===== src/rtl/ascii_pkg.sv =====
// ascii_pkg: shared text-grid constants, write-request type and on-screen address test
package ascii_pkg;
  localparam int COLS = 80;
  localparam int ROWS = 60;
  localparam int ADDR_W = 13;
  localparam int DATA_W = 32;
  localparam int MAX_ADDR = COLS * ROWS - 1;
  typedef struct packed {
    logic [ADDR_W-1:0] addr;
    logic [DATA_W-1:0] data;
  } ascii_wr_t;
  function automatic logic is_onscreen(input logic [ADDR_W-1:0] addr);
    return addr <= ADDR_W'(MAX_ADDR);
  endfunction
endpackage


===== src/rtl/ascii_wq_mem.sv =====
// ascii_wq_mem: write-request storage, synchronous write, asynchronous read, not reset
module ascii_wq_mem
  import ascii_pkg::*;
#(
  parameter int DEPTH = 16
) (
  input  logic                     clk,
  input  logic                     we,
  input  logic [$clog2(DEPTH)-1:0] waddr,
  input  ascii_wr_t                wdata,
  input  logic [$clog2(DEPTH)-1:0] raddr,
  output ascii_wr_t                rdata
);
  ascii_wr_t mem [DEPTH];
  always_ff @(posedge clk) if (we) mem[waddr] <= wdata;
  assign rdata = mem[raddr];
endmodule


===== src/rtl/ascii_write_queue.sv =====
// ascii_write_queue: show-ahead write FIFO for the character memory; ASCII_WQ_COALESCE_EN merges repeat writes to the newest entry
module ascii_write_queue
  import ascii_pkg::*;
#(
  parameter int DEPTH = 16
) (
  input  logic                       clk,
  input  logic                       rst,
  input  logic                       in_valid,
  output logic                       in_ready,
  input  logic [ADDR_W-1:0]          in_addr,
  input  logic [DATA_W-1:0]          in_data,
  output logic                       out_valid,
  input  logic                       out_ready,
  output logic [ADDR_W-1:0]          out_addr,
  output logic [DATA_W-1:0]          out_data,
  output logic [$clog2(DEPTH+1)-1:0] level,
  output logic                       overflow,
  output logic                       bad_addr,
  input  logic                       flag_clr
);
  localparam int PW = $clog2(DEPTH);
  localparam int LW = $clog2(DEPTH + 1);
  logic [PW-1:0] wr_ptr, rd_ptr, wr_addr;
  logic full, push, pop, store, coal, match, onscreen;
  ascii_wr_t head;
`ifdef ASCII_WQ_COALESCE_EN
  logic [ADDR_W-1:0] last_addr;
`endif
  always_comb begin
    onscreen = is_onscreen(in_addr);
    full = level == LW'(DEPTH);
    out_valid = level != '0;
    pop = out_valid & out_ready;
`ifdef ASCII_WQ_COALESCE_EN
    match = out_valid && last_addr == in_addr && !(level == LW'(1) && pop);
`else
    match = 1'b0;
`endif
    in_ready = !full || match;
    push = in_valid & in_ready;
    coal = push & match & onscreen;
    store = push & onscreen & !coal;
    wr_addr = coal ? wr_ptr - PW'(1) : wr_ptr;
    out_addr = out_valid ? head.addr : '0;
    out_data = out_valid ? head.data : '0;
  end
  always_ff @(posedge clk or posedge rst) begin
    if (rst) begin
      wr_ptr <= '0;
      rd_ptr <= '0;
      level <= '0;
      overflow <= 1'b0;
      bad_addr <= 1'b0;
    end else begin
      if (store) wr_ptr <= wr_ptr + PW'(1);
      if (pop) rd_ptr <= rd_ptr + PW'(1);
      level <= level + LW'(store) - LW'(pop);
      overflow <= (in_valid & !in_ready) | (overflow & !flag_clr);
      bad_addr <= (push & !onscreen) | (bad_addr & !flag_clr);
    end
  end
`ifdef ASCII_WQ_COALESCE_EN
  // Newest stored address; only meaningful while the queue is non-empty
  always_ff @(posedge clk or posedge rst) begin
    if (rst) last_addr <= '0;
    else if (store) last_addr <= in_addr;
  end
`endif
  ascii_wq_mem #(.DEPTH(DEPTH)) u_mem (
    .clk  (clk),
    .we   (store | coal),
    .waddr(wr_addr),
    .wdata(ascii_wr_t'{addr: in_addr, data: in_data}),
    .raddr(rd_ptr),
    .rdata(head)
  );
endmodule


===== config.mk =====
export PLATFORM = sky130hd
export DESIGN_NAME = ascii_write_queue
export DESIGN_NICKNAME = d
export VERILOG_FILES = /design/src/rtl/ascii_pkg.sv /design/src/rtl/ascii_wq_mem.sv /design/src/rtl/ascii_write_queue.sv
export SDC_FILE = /design/constraint.sdc
export NUM_CORES = 1
export LEC_CHECK = 0
export ABC_AREA = 1
export BUFFER_PORTS_ARGS = -buffer_cell sky130_fd_sc_hd__buf_4
export CELL_PAD_IN_SITES_DETAIL_PLACEMENT = 1
export CELL_PAD_IN_SITES_GLOBAL_PLACEMENT = 1
export CORE_MARGIN = 5
export CORE_UTILIZATION = 47
export CTS_BUF_LIST = sky130_fd_sc_hd__clkbuf_2 sky130_fd_sc_hd__clkbuf_4 sky130_fd_sc_hd__clkbuf_8
export DETAILED_ROUTE_END_ITERATION = 16
export PLACE_DENSITY = 0.78
export SYNTH_ARGS = -nofsm -noshare
export SYNTH_HDL_FRONTEND = slang
export SYNTH_SLANG_ARGS = --single-unit

===== constraint.sdc =====
create_clock -name clk -period 3.5 [get_ports clk]
set_clock_uncertainty 0.1 [all_clocks]
set_input_delay 0.7 -clock clk [delete_from_list [all_inputs] [get_ports clk]]
set_output_delay 0.7 -clock clk [all_outputs]
set_load 0.02 [all_outputs]

==> tab_implementation.tex, run 1 <==
\begin{tabular}{lr}
\hline
Metric & Value \\
\hline
\multicolumn{2}{l}{\textbf{Power}} \\
NetSw & 11600 uW \\
Design internal power & 18200 uW \\
Worst voltage drop across the vdd grid & 0.535 mV \\
Portion of total power attributed to sequential cells & 35.0\% \\
Leakage power summed over all cells & 0.0128 uW \\
Pwr dens & 858 nW/um\^{}2 \\
Clock power share & 24.2\% \\
Switching share of power & 39.1\% \\
Final total power & 29800 uW \\
Proportion of power drawn by combinational gates & 40.9\% \\
\multicolumn{2}{l}{\textbf{Detailed routing}} \\
Detailed Routing Iterations Pass 1 & 5 \\
Post-Route WL & 91000 um \\
Post-route antenna net violation count & 0 \\
Starting DRT DRC Count & 2165 \\
Via density per instance & 5.83 \\
Vias post-DR & 20800 \\
Total routed wire length on the met1 layer & 35900 um \\
Average detailed-routed wire length per instance & 25.5 um \\
Detailed-routed wire length on met3 & 6510 um \\
Top layer used by detailed routing & met5 \\
Post-detailed-route DRC marker count & 0 \\
Length of routed met2 wiring & 46400 um \\
\multicolumn{2}{l}{\textbf{Setup path}} \\
Worst reg2reg path depth & 13 \\
Launching element type of the critical path & flop \\
Terminus of the critical flop-to-flop path & level[4] \\
Maximum fanout along the worst path & 21 \\
Type of the setup path with the least slack & reg2out \\
End point of the critical path & out\_data[27] \\
Source of the worst register-to-register timing path & level[2] \\
Worst setup path start & rd\_ptr[0] \\
Setup crit end kind & output port \\
Critical path data arrival time & 2.71 ns \\
Reg2reg setup slack & 0.54 ns \\
Critical path required time & 2.70 ns \\
\multicolumn{2}{l}{\textbf{Clocking}} \\
CTS buffer count & 114 \\
Insertion delay of the later-clocked pin in the worst-skew pair & 0.72 ns \\
Deepest clock path buffer count & 3 \\
TritonCTS clock tree & done \\
Clock tree sinks & 735 \\
Cell chosen for the clock root & sky130\_fd\_sc\_hd\_\_clkbuf\_8 \\
CTS HTree Levels & 3 \\
Clock transition at the register clock pins on the worst setup and hold paths after CTS & 0.06 ns \\
\multicolumn{2}{l}{\textbf{Layout}} \\
Total non-filler cell area in the finished layout & 34700 um\^{}2 \\
Nets@finish & 2705 \\
Layout-stage area growth over the synthesis result & 16.7\% \\
Final Non-Filler Cells & 3572 \\
Fraction of layout cells with a size suffix above 1 & 15.3\% \\
Layout fillers & 6370 \\
\multicolumn{2}{l}{\textbf{Global routing}} \\
GRT Resource Usage Total & 25.7\% \\
First-pass GRT wire length & 133000 um \\
Largest net degree at the start of global routing & 96 \\
Global-route congestion overflow total & 0 \\
Initial antenna violation count & 1 \\
Number of global-route vias before repair & 22200 \\
\multicolumn{2}{l}{\textbf{Floorplanning}} \\
Die Footprint & 68500 um\^{}2 \\
Horiz. Die Dim & 262 um \\
Core area & 63000 um\^{}2 \\
Total I/O pin count & 104 \\
Floorplan row count & 92 \\
Overall die height & 262 um \\
Initial Util & 47.3\% \\
\multicolumn{2}{l}{\textbf{Logic synthesis}} \\
Seq/Total Area, Yosys & 73.9\% \\
Share of the synthesized area in the top cell type & 72.6\% \\
Main synth FF type & sky130\_fd\_sc\_hd\_\_edfxtp\_1 \\
Gate Count Post-Synth & 2492 \\
Mean cell area of the mapped netlist & 12.0 um\^{}2 \\
Yosys cell types & 20 \\
Netlist area before placement & 29800 um\^{}2 \\
Leading cell type by number of instances after synthesis & sky130\_fd\_sc\_hd\_\_nand2\_1 \\
Async SR Flop Fraction & 2.04\% \\
Number of flip-flops and latches in the synthesized netlist & 735 \\
Leading post-synthesis cells by cell area & sky130\_fd\_sc\_hd\_\_edfxtp\_1, sky130\_fd\_sc\_hd\_\_nand2\_1, sky130\_fd\_sc\_hd\_\_nand3\_1 \\
Leading cell types by count after synthesis & sky130\_fd\_sc\_hd\_\_nand2\_1, sky130\_fd\_sc\_hd\_\_edfxtp\_1, sky130\_fd\_sc\_hd\_\_nand3\_1, sky130\_fd\_sc\_hd\_\_buf\_2, sky130\_fd\_sc\_hd\_\_a21oi\_1 \\
Number of enable flip-flop cells after synthesis & 720 \\
Warnings from Yosys & 0 \\
Mapped Nets & 2554 \\
Cell taking the most area after synthesis & sky130\_fd\_sc\_hd\_\_edfxtp\_1 \\
\multicolumn{2}{l}{\textbf{Placement}} \\
Half-perimeter wire length after detailed placement & 44200 um \\
Count of placed standard cells including taps & 3343 \\
Number of port buffers & 103 \\
Area after detailed placement & 31700 um\^{}2 \\
Final weighted congestion in routability-driven placement & 0.773 \\
\multicolumn{2}{l}{\textbf{STA}} \\
Setup slack of the critical path after layout & -0.00811 ns \\
Number of hold violations in the final report & 0 \\
Min Tclk post-route & 3.51 ns \\
Final max-slew violation count & 0 \\
Final hold slack & 0.0827 ns \\
Maximum frequency from static timing analysis & 0.285 GHz \\
Setup-violating endpoint count in the final report & 2 \\
Transition time at the pin with the least slew margin & 0.632 ns \\
RSZ-0062 raised after global routing & true \\
Portion of the clock cycle consumed by the worst path in the final layout & 100\% \\
Rel. slew slack & 57.8\% \\
\multicolumn{2}{l}{\textbf{Job}} \\
Max-cap violation count & 0 \\
\multicolumn{2}{l}{\textbf{Outcome}} \\
Status & complete, but fails checks \\
Violated checks & setup timing \\
\multicolumn{2}{l}{\textbf{Min path}} \\
HP Class & in2reg \\
\hline
\end{tabular}
[repair_timing]
item                                   CTS  global route
setup endpoints to repair               45            39
pin swaps                                0             6
gates cloned                             7             6
endpoints found under the hold margin   15             0
setup buffers                            5            11
resized for setup                       42            35
hold buffers                             1             0
[stage by stage]
| step | utilization (%) | setup slack, ns | setup TNS (ns) |
|---|---|---|---|
| 2_1_floorplan | - | -0.418 | -300.44 |
| 3_3_place_gp | 50.4 | 0.283 | 0 |
| 3_5_place_dp | 50.4 | 0.277 | 0 |
| 4_1_cts | 54.6 | -0.00369 | -0.00369 |
| 5_1_grt | 55.2 | -0.0944 | -0.314 |
| 6_report | 55.2 | -0.00811 | -0.00969 |
[worst min path at each step]
| stage | start | to | slack, ns | cells past startpoint |
|---|---|---|---|---|
| 2_1_floorplan | wr_addr[3] | wr_addr[3] | 0.41 | 2 |
| 3_3_place_gp | overflow | overflow | 0.43 | 2 |
| 3_5_place_dp | level[0] | level[0] | 0.44 | 1 |
| 4_1_cts | flag_clr | bad_addr | 0.04 | 2 |
| 5_1_grt | flag_clr | bad_addr | 0.06 | 2 |
| 6_report | flag_clr | bad_addr | 0.08 | 2 |
[metal layers]
layer | track usage [%] | vias up
met3 | 4.12 | 154
met2 | 44.8 | 923
li1 | - | 9044
met1 | 33.0 | 10700
met4 | 8.58 | 2
met5 | 0 | -
[kinds of logic (layout without fill, tap and decap cells)]
family | count (synthesis) | count (layout) | share of synthesized area [%]
compound gates | 53 | 53 | 0.899
xor+xnor | 9 | 9 | 0.265
fa+ha+maj | 12 | 12 | 0.529
buf+inv | 179 | 412 | 3.18
flops | 735 | 735 | 73.9
other cells | 0 | 1 | 0
simple gates | 1504 | 1504 | 21.3
[state kept, by name, indices dropped and copies added, names as in the netlist]
name	cells
u_mem.mem	720
level	5
rd_ptr	4
wr_addr	4
bad_addr	1
overflow	1
[area by class of cell]
class                   count  area, um^2  share of cell area (%)
flip-flops and latches    735       22000                    63.3
multi-input cells        1578        7110                    20.5
repair buffers            187        2160                    6.23
clock buffers             169        2020                    5.81
well taps                 846        1060                    3.05
clock inverters            29         225                   0.648
inverters                  25         143                   0.411
repair inverters            2        17.5                  0.0504
diodes                      1        2.50                 0.00720
[critical path, stage by stage, from the launching register on]
cell,delay (ns)
sky130_fd_sc_hd__dfrtp_4,0.61
sky130_fd_sc_hd__buf_4,0.27
sky130_fd_sc_hd__buf_16,0.19
sky130_fd_sc_hd__nand2_1,0.08
sky130_fd_sc_hd__nand3_1,0.09
sky130_fd_sc_hd__nand3_1,0.09
sky130_fd_sc_hd__nand2_1,0.12
sky130_fd_sc_hd__nand2_1,0.11
sky130_fd_sc_hd__a21oi_4,0.24
sky130_fd_sc_hd__buf_4,0.18
[power groups by stage]
stage / Clock, uW / Sequential, uW / Combinational (uW)
6_report: 7210 / 10400 / 12200
5_1_grt: 7730 / 10500 / 13000
4_1_cts: 7290 / 10400 / 11600
3_5_place_dp: 0 / 10600 / 10800
3_3_place_gp: 0 / 10600 / 10300
2_1_floorplan: 0 / 10500 / 6900
[cell usage in the layout, fill, tap and decap left out, drive strengths merged, types with 2 or more instances in the layout]
master    netlist  layout
clkbuf         45     174
o21ai           4       4
clkinvlp        0       2
buf           109     181
bufinv          0       5
o22ai           2       2
nand4           2       2
xor2            8       8
nand3         546     546
nand2         934     934
inv            25      25
edfxtp        720     720
ha             11      11
clkinv          0      24
nor2           22      22
dfrtp          15      15
a21oi          47      47
Power figures use the tool's default switching activity.
==> run 2: changes to the inputs <==
--- a/config.mk
+++ b/config.mk
@@ -10,10 +10,11 @@
 export CELL_PAD_IN_SITES_DETAIL_PLACEMENT = 1
 export CELL_PAD_IN_SITES_GLOBAL_PLACEMENT = 1
 export CORE_MARGIN = 5
-export CORE_UTILIZATION = 47
+export CORE_UTILIZATION = 30
 export CTS_BUF_LIST = sky130_fd_sc_hd__clkbuf_2 sky130_fd_sc_hd__clkbuf_4 sky130_fd_sc_hd__clkbuf_8
 export DETAILED_ROUTE_END_ITERATION = 16
-export PLACE_DENSITY = 0.78
+export PLACE_DENSITY = 0.55
+export RECOVER_POWER = 100
 export SYNTH_ARGS = -nofsm -noshare
 export SYNTH_HDL_FRONTEND = slang
 export SYNTH_SLANG_ARGS = --single-unit
==> run 2 against run 1 <==
Fmax fell by 0.53%. The flow still finishes with violations (setup timing). Critical path type unchanged. Die area rose by 54%. Clock power rose by 8.9%. First-iteration DRC count fell by 33%. Sequential power barely moved. Utilization fell by 17 points. Non-clock buffer count rose by 77. Power rose by 14%.
==> tab_implementation.tex, run 2 (synthesis gave the netlist of run 1 again) <==
\begin{tabular}{lr}
\hline
Metric & Value \\
\hline
\multicolumn{2}{l}{\textbf{STA}} \\
Rel. slew slack & 44.4\% (-13 points) \\
Maximum frequency from static timing analysis & 0.284 GHz (-0.53\%) \\
Min Tclk post-route & 3.53 ns (+0.0186 ns) \\
Final hold slack & 0.119 ns (+0.0368 ns) \\
Final max-slew violation count & 0 (unchanged) \\
Portion of the clock cycle consumed by the worst path in the final layout & 101\% (+0.53 points) \\
Setup slack of the critical path after layout & -0.0267 ns (-0.0186 ns) \\
Setup-violating endpoint count in the final report & 2 (unchanged) \\
Transition time at the pin with the least slew margin & 0.834 ns (+0.201 ns) \\
RSZ-0062 raised after global routing & true \\
Number of hold violations in the final report & 0 (unchanged) \\
\multicolumn{2}{l}{\textbf{Detailed routing}} \\
Post-Route WL & 101000 um (+11\%) \\
Vias post-DR & 20600 (-0.95\%) \\
Starting DRT DRC Count & 1451 (-33\%) \\
Via density per instance & 5.00 (-14\%) \\
Post-route antenna net violation count & 0 (unchanged) \\
Average detailed-routed wire length per instance & 24.5 um (-3.8\%) \\
Post-detailed-route DRC marker count & 0 (unchanged) \\
Detailed Routing Iterations Pass 1 & 5 (unchanged) \\
\multicolumn{2}{l}{\textbf{Setup path}} \\
Critical path data arrival time & 2.73 ns (+0.02 ns) \\
Type of the setup path with the least slack & reg2out \\
Setup crit end kind & output port \\
Launching element type of the critical path & flop \\
Maximum fanout along the worst path & 6 (-71\%) \\
Critical path required time & 2.70 ns (about the same) \\
\multicolumn{2}{l}{\textbf{Placement}} \\
Area after detailed placement & 32700 um\^{}2 (+3.1\%) \\
Count of placed standard cells including taps & 3808 (+14\%) \\
Number of port buffers & 103 (unchanged) \\
Half-perimeter wire length after detailed placement & 47500 um (+7.5\%) \\
Final weighted congestion in routability-driven placement & 0.709 (-8.2\%) \\
Setup WS pre-CTS & 0.313 ns (+0.0363 ns) \\
\multicolumn{2}{l}{\textbf{Power}} \\
Worst voltage drop across the vdd grid & 0.504 mV (-5.8\%) \\
Leakage power summed over all cells & 0.0138 uW (+8.4\%) \\
Proportion of power drawn by combinational gates & 45.9\% (+5.0 points) \\
Switching share of power & 38.8\% (-0.21 points) \\
Clock power share & 23.2\% (-1.0 points) \\
Portion of total power attributed to sequential cells & 30.9\% (-4.1 points) \\
NetSw & 13200 uW (+13\%) \\
Design internal power & 20700 uW (+14\%) \\
Pwr dens & 892 nW/um\^{}2 (+3.9\%) \\
Final total power & 33900 uW (+14\%) \\
\multicolumn{2}{l}{\textbf{Layout}} \\
Total non-filler cell area in the finished layout & 38000 um\^{}2 (+9.3\%) \\
Layout-stage area growth over the synthesis result & 27.5\% \\
Number of flip-flops in the largest register & 720 (unchanged) \\
Leading cell type in the layout, fill and taps excluded & sky130\_fd\_sc\_hd\_\_nand2\_1 \\
Fraction of layout cells with a size suffix above 1 & 22.6\% (+7.3 points) \\
Nets@finish & 2800 (+3.5\%) \\
Final Non-Filler Cells & 4124 (+15\%) \\
Top library cells by usage in the layout, fill and taps aside & sky130\_fd\_sc\_hd\_\_nand2\_1, sky130\_fd\_sc\_hd\_\_edfxtp\_1, sky130\_fd\_sc\_hd\_\_nand3\_1, sky130\_fd\_sc\_hd\_\_clkbuf\_8, sky130\_fd\_sc\_hd\_\_nand3\_2 \\
Top flop regs & u\_mem.mem: 720 flops, level: 5 flops \\
Register name with the most flops & u\_mem.mem \\
\multicolumn{2}{l}{\textbf{Floorplanning}} \\
Initial Util & 30.3\% (-17 points) \\
Core area & 98400 um\^{}2 (+56\%) \\
Horiz. Die Dim & 325 um (+24\%) \\
Overall die height & 325 um (+24\%) \\
Floorplan row count & 115 (+25\%) \\
Total I/O pin count & 104 (unchanged) \\
Die Footprint & 106000 um\^{}2 (+54\%) \\
\multicolumn{2}{l}{\textbf{Min path}} \\
HP Class & in2reg \\
\multicolumn{2}{l}{\textbf{Global routing}} \\
Initial antenna violation count & 6 (+5) \\
First-pass GRT wire length & 140000 um (+5.3\%) \\
Met3 usage & 3.22\% (-0.90 points) \\
Number of global-route vias before repair & 21200 (-4.4\%) \\
Met1 capacity usage during global routing & 22.9\% (-10 points) \\
Global-route congestion overflow total & 0 (unchanged) \\
Most congested layer reported by global routing & met2 \\
Met2 layer usage reported by global route & 30.7\% (-14 points) \\
GRT Resource Usage Total & 17.7\% (-8.0 points) \\
Largest net degree at the start of global routing & 113 (+18\%) \\
\multicolumn{2}{l}{\textbf{Clocking}} \\
Clock tree sinks & 735 (unchanged) \\
Cell chosen for the clock root & sky130\_fd\_sc\_hd\_\_clkbuf\_8 \\
CTS HTree Levels & 4 (+1) \\
CTS buffer count & 132 (+16\%) \\
Clock transition at the register clock pins on the worst setup and hold paths after CTS & 0.06 ns (about the same) \\
Insertion delay of the later-clocked pin in the worst-skew pair & 0.79 ns (+0.07 ns) \\
Deepest clock path buffer count & 3 (unchanged) \\
TritonCTS clock tree & done \\
\multicolumn{2}{l}{\textbf{Outcome}} \\
Status & complete, but fails checks \\
Violated checks & setup timing \\
\multicolumn{2}{l}{\textbf{Job}} \\
Max-cap violation count & 0 (unchanged) \\
\hline
\end{tabular}
## run 2: timing repair
item                       in CTS  in global routing
buffers inserted               14                 14
hold buffers                    3                  0
pin swaps                       8                105
resized for setup              93                228
setup endpoints to repair      45                 45
hold endpoints to repair       17                  0
cloned                         16                 39
## run 2: path summary, 6_finish.rpt
kind	startpoint	to	slack, ns	depth (start not counted)
worst max-delay path	rd_ptr[0]	out_data[30]	-0.03	11
worst min-delay path	out_ready	rd_ptr[0]	0.12	3
worst max register to register	level[2]	level[4]	0.55	14
worst min register to register	bad_addr	bad_addr	0.45	2
max in group asynchronous	rst	rd_ptr[0]	2.30	3
min in group asynchronous	rst	rd_ptr[1]	0.47	3
## run 2: power by group through the flow
stage | logic [uW] | clock network, uW | registers (uW)
after global placement | 11200 | 0 | 10600
after global routing | 16700 | 8500 | 10500
after CTS | 13200 | 8070 | 10400
after detailed placement | 11400 | 0 | 10600
after floorplan | 6900 | 0 | 10500
final | 15600 | 7850 | 10400
## run 2: layer usage
| metal | up-vias | wire [um] |
|---|---|---|
| met5 | - | 37 |
| met4 | 6 | 1770 |
| met3 | 132 | 3700 |
| met2 | 406 | 50200 |
| met1 | 10800 | 45400 |
| li1 | 9280 | - |
## run 2: through the flow
stage                     utilization (%)  setup TNS, ns
after floorplan                         -        -300.44
after global placement               33.2              0
after detailed placement             33.2              0
after CTS                            36.8          -3.36
after global routing                 38.6          -3.45
final                                38.6        -0.0390
## run 2: critical path, stage by stage (launching register included)
cell                        delay, ns
sky130_fd_sc_hd__dfrtp_4         0.50
sky130_fd_sc_hd__buf_12          0.16
sky130_fd_sc_hd__clkinv_16       0.08
sky130_fd_sc_hd__buf_6           0.20
sky130_fd_sc_hd__clkbuf_16       0.19
sky130_fd_sc_hd__nand2_1         0.05
sky130_fd_sc_hd__nand3_1         0.08
sky130_fd_sc_hd__nand3_1         0.11
sky130_fd_sc_hd__nand2_1         0.11
sky130_fd_sc_hd__nand2_2         0.08
sky130_fd_sc_hd__a21oi_4         0.21
sky130_fd_sc_hd__buf_6           0.14
## run 2: layout make-up
type / count / area, um^2
multi-input combinational: 1578 / 7810
clock inverter: 54 / 335
timing repair buffer: 264 / 3840
inverter: 25 / 141
tap: 1287 / 1610
antenna: 2 / 5.00
sequential: 735 / 22000
fill: 10500 / 60400
timing repair inverter: 2 / 27.5
clock buffer: 177 / 2190
==> run 3: changes to the inputs <==
--- a/config.mk
+++ b/config.mk
@@ -15,6 +15,7 @@
 export DETAILED_ROUTE_END_ITERATION = 16
 export PLACE_DENSITY = 0.55
 export RECOVER_POWER = 100
+export SKIP_LAST_GASP = 1
 export SYNTH_ARGS = -nofsm -noshare
 export SYNTH_HDL_FRONTEND = slang
 export SYNTH_SLANG_ARGS = --single-unit
==> run 3 against run 2 <==
The run still ends with setup timing left. Sequential cell count unchanged. Count of clock-buffer cells in the layout unchanged. Largest cell class unchanged. First-iteration DRC count down 5.1%. Die area unchanged. Register-to-register slack worse by 0.32 ns. Sequential power about the same. Cell count down 0.29%. Wire length down 2.1%. Critical path depth down 3. Sequential share of layout area up 1.6 points. Utilization down 1.0 points.
==> tab_implementation.tex, run 3 (synthesis gave the netlist of run 1 again) <==
\begin{tabular}{lr}
\hline
Metric & Value \\
\hline
\multicolumn{2}{l}{\textbf{Outcome}} \\
Status & complete, but fails checks \\
Violated checks & setup timing \\
\multicolumn{2}{l}{\textbf{Job}} \\
Max-cap violation count & 0 (unchanged) \\
\multicolumn{2}{l}{\textbf{Placement}} \\
Final weighted congestion in routability-driven placement & 0.709 (unchanged) \\
Half-perimeter wire length after detailed placement & 47500 um (unchanged) \\
Number of port buffers & 103 (unchanged) \\
Area after detailed placement & 32700 um\^{}2 (unchanged) \\
Setup WS pre-CTS & 0.313 ns (unchanged) \\
\multicolumn{2}{l}{\textbf{Layout}} \\
Leading cell type in the layout, fill and taps excluded & sky130\_fd\_sc\_hd\_\_nand2\_1 \\
Register name with the most flops & u\_mem.mem \\
Fraction of layout cells with a size suffix above 1 & 20.1\% (-2.4 points) \\
Top flop regs & u\_mem.mem: 720 flops, level: 5 flops \\
Top library cells by usage in the layout, fill and taps aside & sky130\_fd\_sc\_hd\_\_nand2\_1, sky130\_fd\_sc\_hd\_\_edfxtp\_1, sky130\_fd\_sc\_hd\_\_nand3\_1, sky130\_fd\_sc\_hd\_\_clkbuf\_8, sky130\_fd\_sc\_hd\_\_nand2\_2 \\
Nets@finish & 2789 (-0.39\%) \\
Layout-stage area growth over the synthesis result & 24.1\% \\
Layout fillers & 10600 (+1.1\%) \\
Total non-filler cell area in the finished layout & 37000 um\^{}2 (-2.7\%) \\
Number of flip-flops in the largest register & 720 (unchanged) \\
\multicolumn{2}{l}{\textbf{Setup path}} \\
Critical path's largest stage delay & 0.40 ns (-0.10 ns) \\
Critical Path Slowest Stage Cell & sky130\_fd\_sc\_hd\_\_dfrtp\_1 \\
Type of the setup path with the least slack & reg2out \\
Critical path data arrival time & 2.72 ns (about the same) \\
Launching element type of the critical path & flop \\
Critical path required time & 2.70 ns (about the same) \\
Maximum fanout along the worst path & 23 (+17) \\
Setup crit end kind & output port \\
Critical Path Most Common Cell & sky130\_fd\_sc\_hd\_\_buf\_4 \\
Ordered cell list for the critical path & inv\_1 > ha\_1 > nand4\_1 > inv\_4 > buf\_16 > a21oi\_1 > buf\_4 > buf\_4 \\
Buffers \& Inverters on Critical Path & 5 (unchanged) \\
Top Family by Delay on Critical Path & buffers and inverters \\
\multicolumn{2}{l}{\textbf{STA}} \\
RSZ-0062 raised after global routing & true \\
Rel. slew slack & 28.1\% (-16 points) \\
Number of hold violations in the final report & 0 (unchanged) \\
Setup slack of the critical path after layout & -0.0235 ns (+0.00317 ns) \\
Setup-violating endpoint count in the final report & 3 (+1) \\
Min Tclk post-route & 3.52 ns (-0.00317 ns) \\
Portion of the clock cycle consumed by the worst path in the final layout & 101\% (about the same) \\
Transition time at the pin with the least slew margin & 1.08 ns (+0.245 ns) \\
Setup Total Neg Slack & -0.0498 ns (-0.0108 ns) \\
Final max-slew violation count & 0 (unchanged) \\
Final hold slack & 0.125 ns (+0.00532 ns) \\
Maximum frequency from static timing analysis & 0.284 GHz (about the same) \\
\multicolumn{2}{l}{\textbf{Power}} \\
Switching share of power & 38.7\% (-0.11 points) \\
Leakage power summed over all cells & 0.0135 uW (-2.2\%) \\
Proportion of power drawn by combinational gates & 44.5\% (-1.4 points) \\
Clock power share & 23.8\% (+0.6 points) \\
Pwr dens & 891 nW/um\^{}2 (-0.12\%) \\
Worst voltage drop across the vdd grid & 0.521 mV (+3.3\%) \\
Portion of total power attributed to sequential cells & 31.8\% (+0.9 points) \\
Final total power & 32900 uW (-2.8\%) \\
Design internal power & 20200 uW (-2.6\%) \\
NetSw & 12800 uW (-3.1\%) \\
\multicolumn{2}{l}{\textbf{Clocking}} \\
CTS buffer count & 132 (unchanged) \\
Cell chosen for the clock root & sky130\_fd\_sc\_hd\_\_clkbuf\_8 \\
Clock transition at the register clock pins on the worst setup and hold paths after CTS & 0.06 ns (about the same) \\
Insertion delay of the later-clocked pin in the worst-skew pair & 0.79 ns (about the same) \\
TritonCTS clock tree & done \\
Deepest clock path buffer count & 3 (unchanged) \\
CTS HTree Levels & 4 (unchanged) \\
Clock tree sinks & 735 (unchanged) \\
\multicolumn{2}{l}{\textbf{Detailed routing}} \\
Average detailed-routed wire length per instance & 24.1 um (-1.8\%) \\
Post-route antenna net violation count & 0 (unchanged) \\
Detailed Routing Iterations Pass 1 & 5 (unchanged) \\
Post-Route WL & 98900 um (-2.1\%) \\
Via density per instance & 4.98 (-0.39\%) \\
Vias post-DR & 20500 (-0.68\%) \\
Starting DRT DRC Count & 1377 (-5.1\%) \\
Post-detailed-route DRC marker count & 0 (unchanged) \\
\multicolumn{2}{l}{\textbf{Global routing}} \\
GRT Resource Usage Total & 17.7\% (about the same) \\
Global-route congestion overflow total & 0 (unchanged) \\
First-pass GRT wire length & 140000 um (about the same) \\
Initial antenna violation count & 6 (unchanged) \\
Largest net degree at the start of global routing & 113 (unchanged) \\
Number of global-route vias before repair & 21200 (-0.042\%) \\
\multicolumn{2}{l}{\textbf{Min path}} \\
HP Class & in2reg \\
\multicolumn{2}{l}{\textbf{Floorplanning}} \\
Initial Util & 30.3\% (unchanged) \\
Total I/O pin count & 104 (unchanged) \\
Die Footprint & 106000 um\^{}2 (unchanged) \\
Overall die height & 325 um (unchanged) \\
Horiz. Die Dim & 325 um (unchanged) \\
Floorplan row count & 115 (unchanged) \\
Core area & 98400 um\^{}2 (unchanged) \\
\hline
\end{tabular}
## run 3: cell types whose count changed in the layout (fill, tap and decap cells not counted), sizes merged
cell	before	now
diode	2	1
clkbuf	255	286
inv	32	34
clkinv	45	44
buf	180	137
## run 3: final timing paths
path / from / end / slack [ns] / cells after the start
max: level[2] / out_data[10] / -0.02 / 8
min: out_ready / rd_ptr[0] / 0.12 / 3
max reg2reg: level[2] / u_mem.mem[11][12] / 0.23 / 9
min reg2reg: bad_addr / bad_addr / 0.45 / 2
max in group asynchronous: rst / rd_ptr[0] / 2.31 / 3
min in group asynchronous: rst / rd_ptr[1] / 0.47 / 3
## run 3: metal layers
layer / vias up / GRT usage [%] / share of wire, %
met5: - / 0 / 0.037
met4: 6 / 4.60 / 1.7
met3: 137 / 3.22 / 4.3
met2: 490 / 30.7 / 50
met1: 10600 / 22.9 / 44
li1: 9249 / - / -
## run 3: power by group through the flow
| stage | Sequential [uW] | Combinational, uW | Clock [uW] |
|---|---|---|---|
| after floorplan | 10500 | 6900 | 0 |
| after global placement | 10600 | 11200 | 0 |
| after detailed placement | 10600 | 11400 | 0 |
| after CTS | 10400 | 13100 | 8070 |
| after global routing | 10500 | 15800 | 8500 |
| final | 10500 | 14600 | 7830 |
## run 3: timing repair
item | CTS | global route
setup buffers | 14 | 15
hold buffers | 3 | 0
endpoints found under the setup margin | 45 | 45
gates resized for setup | 76 | 189
hold endpoints to repair | 17 | 0
gates cloned | 16 | 27
pin swaps | 8 | 73
## run 3: area by class of cell
type / instances / area [um^2] / share of cell area (%)
sequential: 735 / 22000 / 59.5
multi-input combinational: 1578 / 7540 / 20.4
timing repair buffer: 252 / 3110 / 8.41
clock buffer: 177 / 2190 / 5.93
tap: 1287 / 1610 / 4.36
clock inverter: 54 / 335 / 0.907
inverter: 25 / 141 / 0.382
timing repair inverter: 3 / 31.3 / 0.0846
antenna: 1 / 2.50 / 0.00677
## run 3: tightest hold or removal path: stages
cell and delay [ns]:
sky130_fd_sc_hd__buf_4 0.12, sky130_fd_sc_hd__nand2_1 0.09, sky130_fd_sc_hd__xor2_1 0.07
## run 3: metrics by stage
step / cells / util [%]
finish: 4112 / 37.6
global route: 4112 / 37.6
CTS: 4072 / 36.8
detailed placement: 3808 / 33.2
global placement: 3808 / 33.2
floorplan: 2492 / -
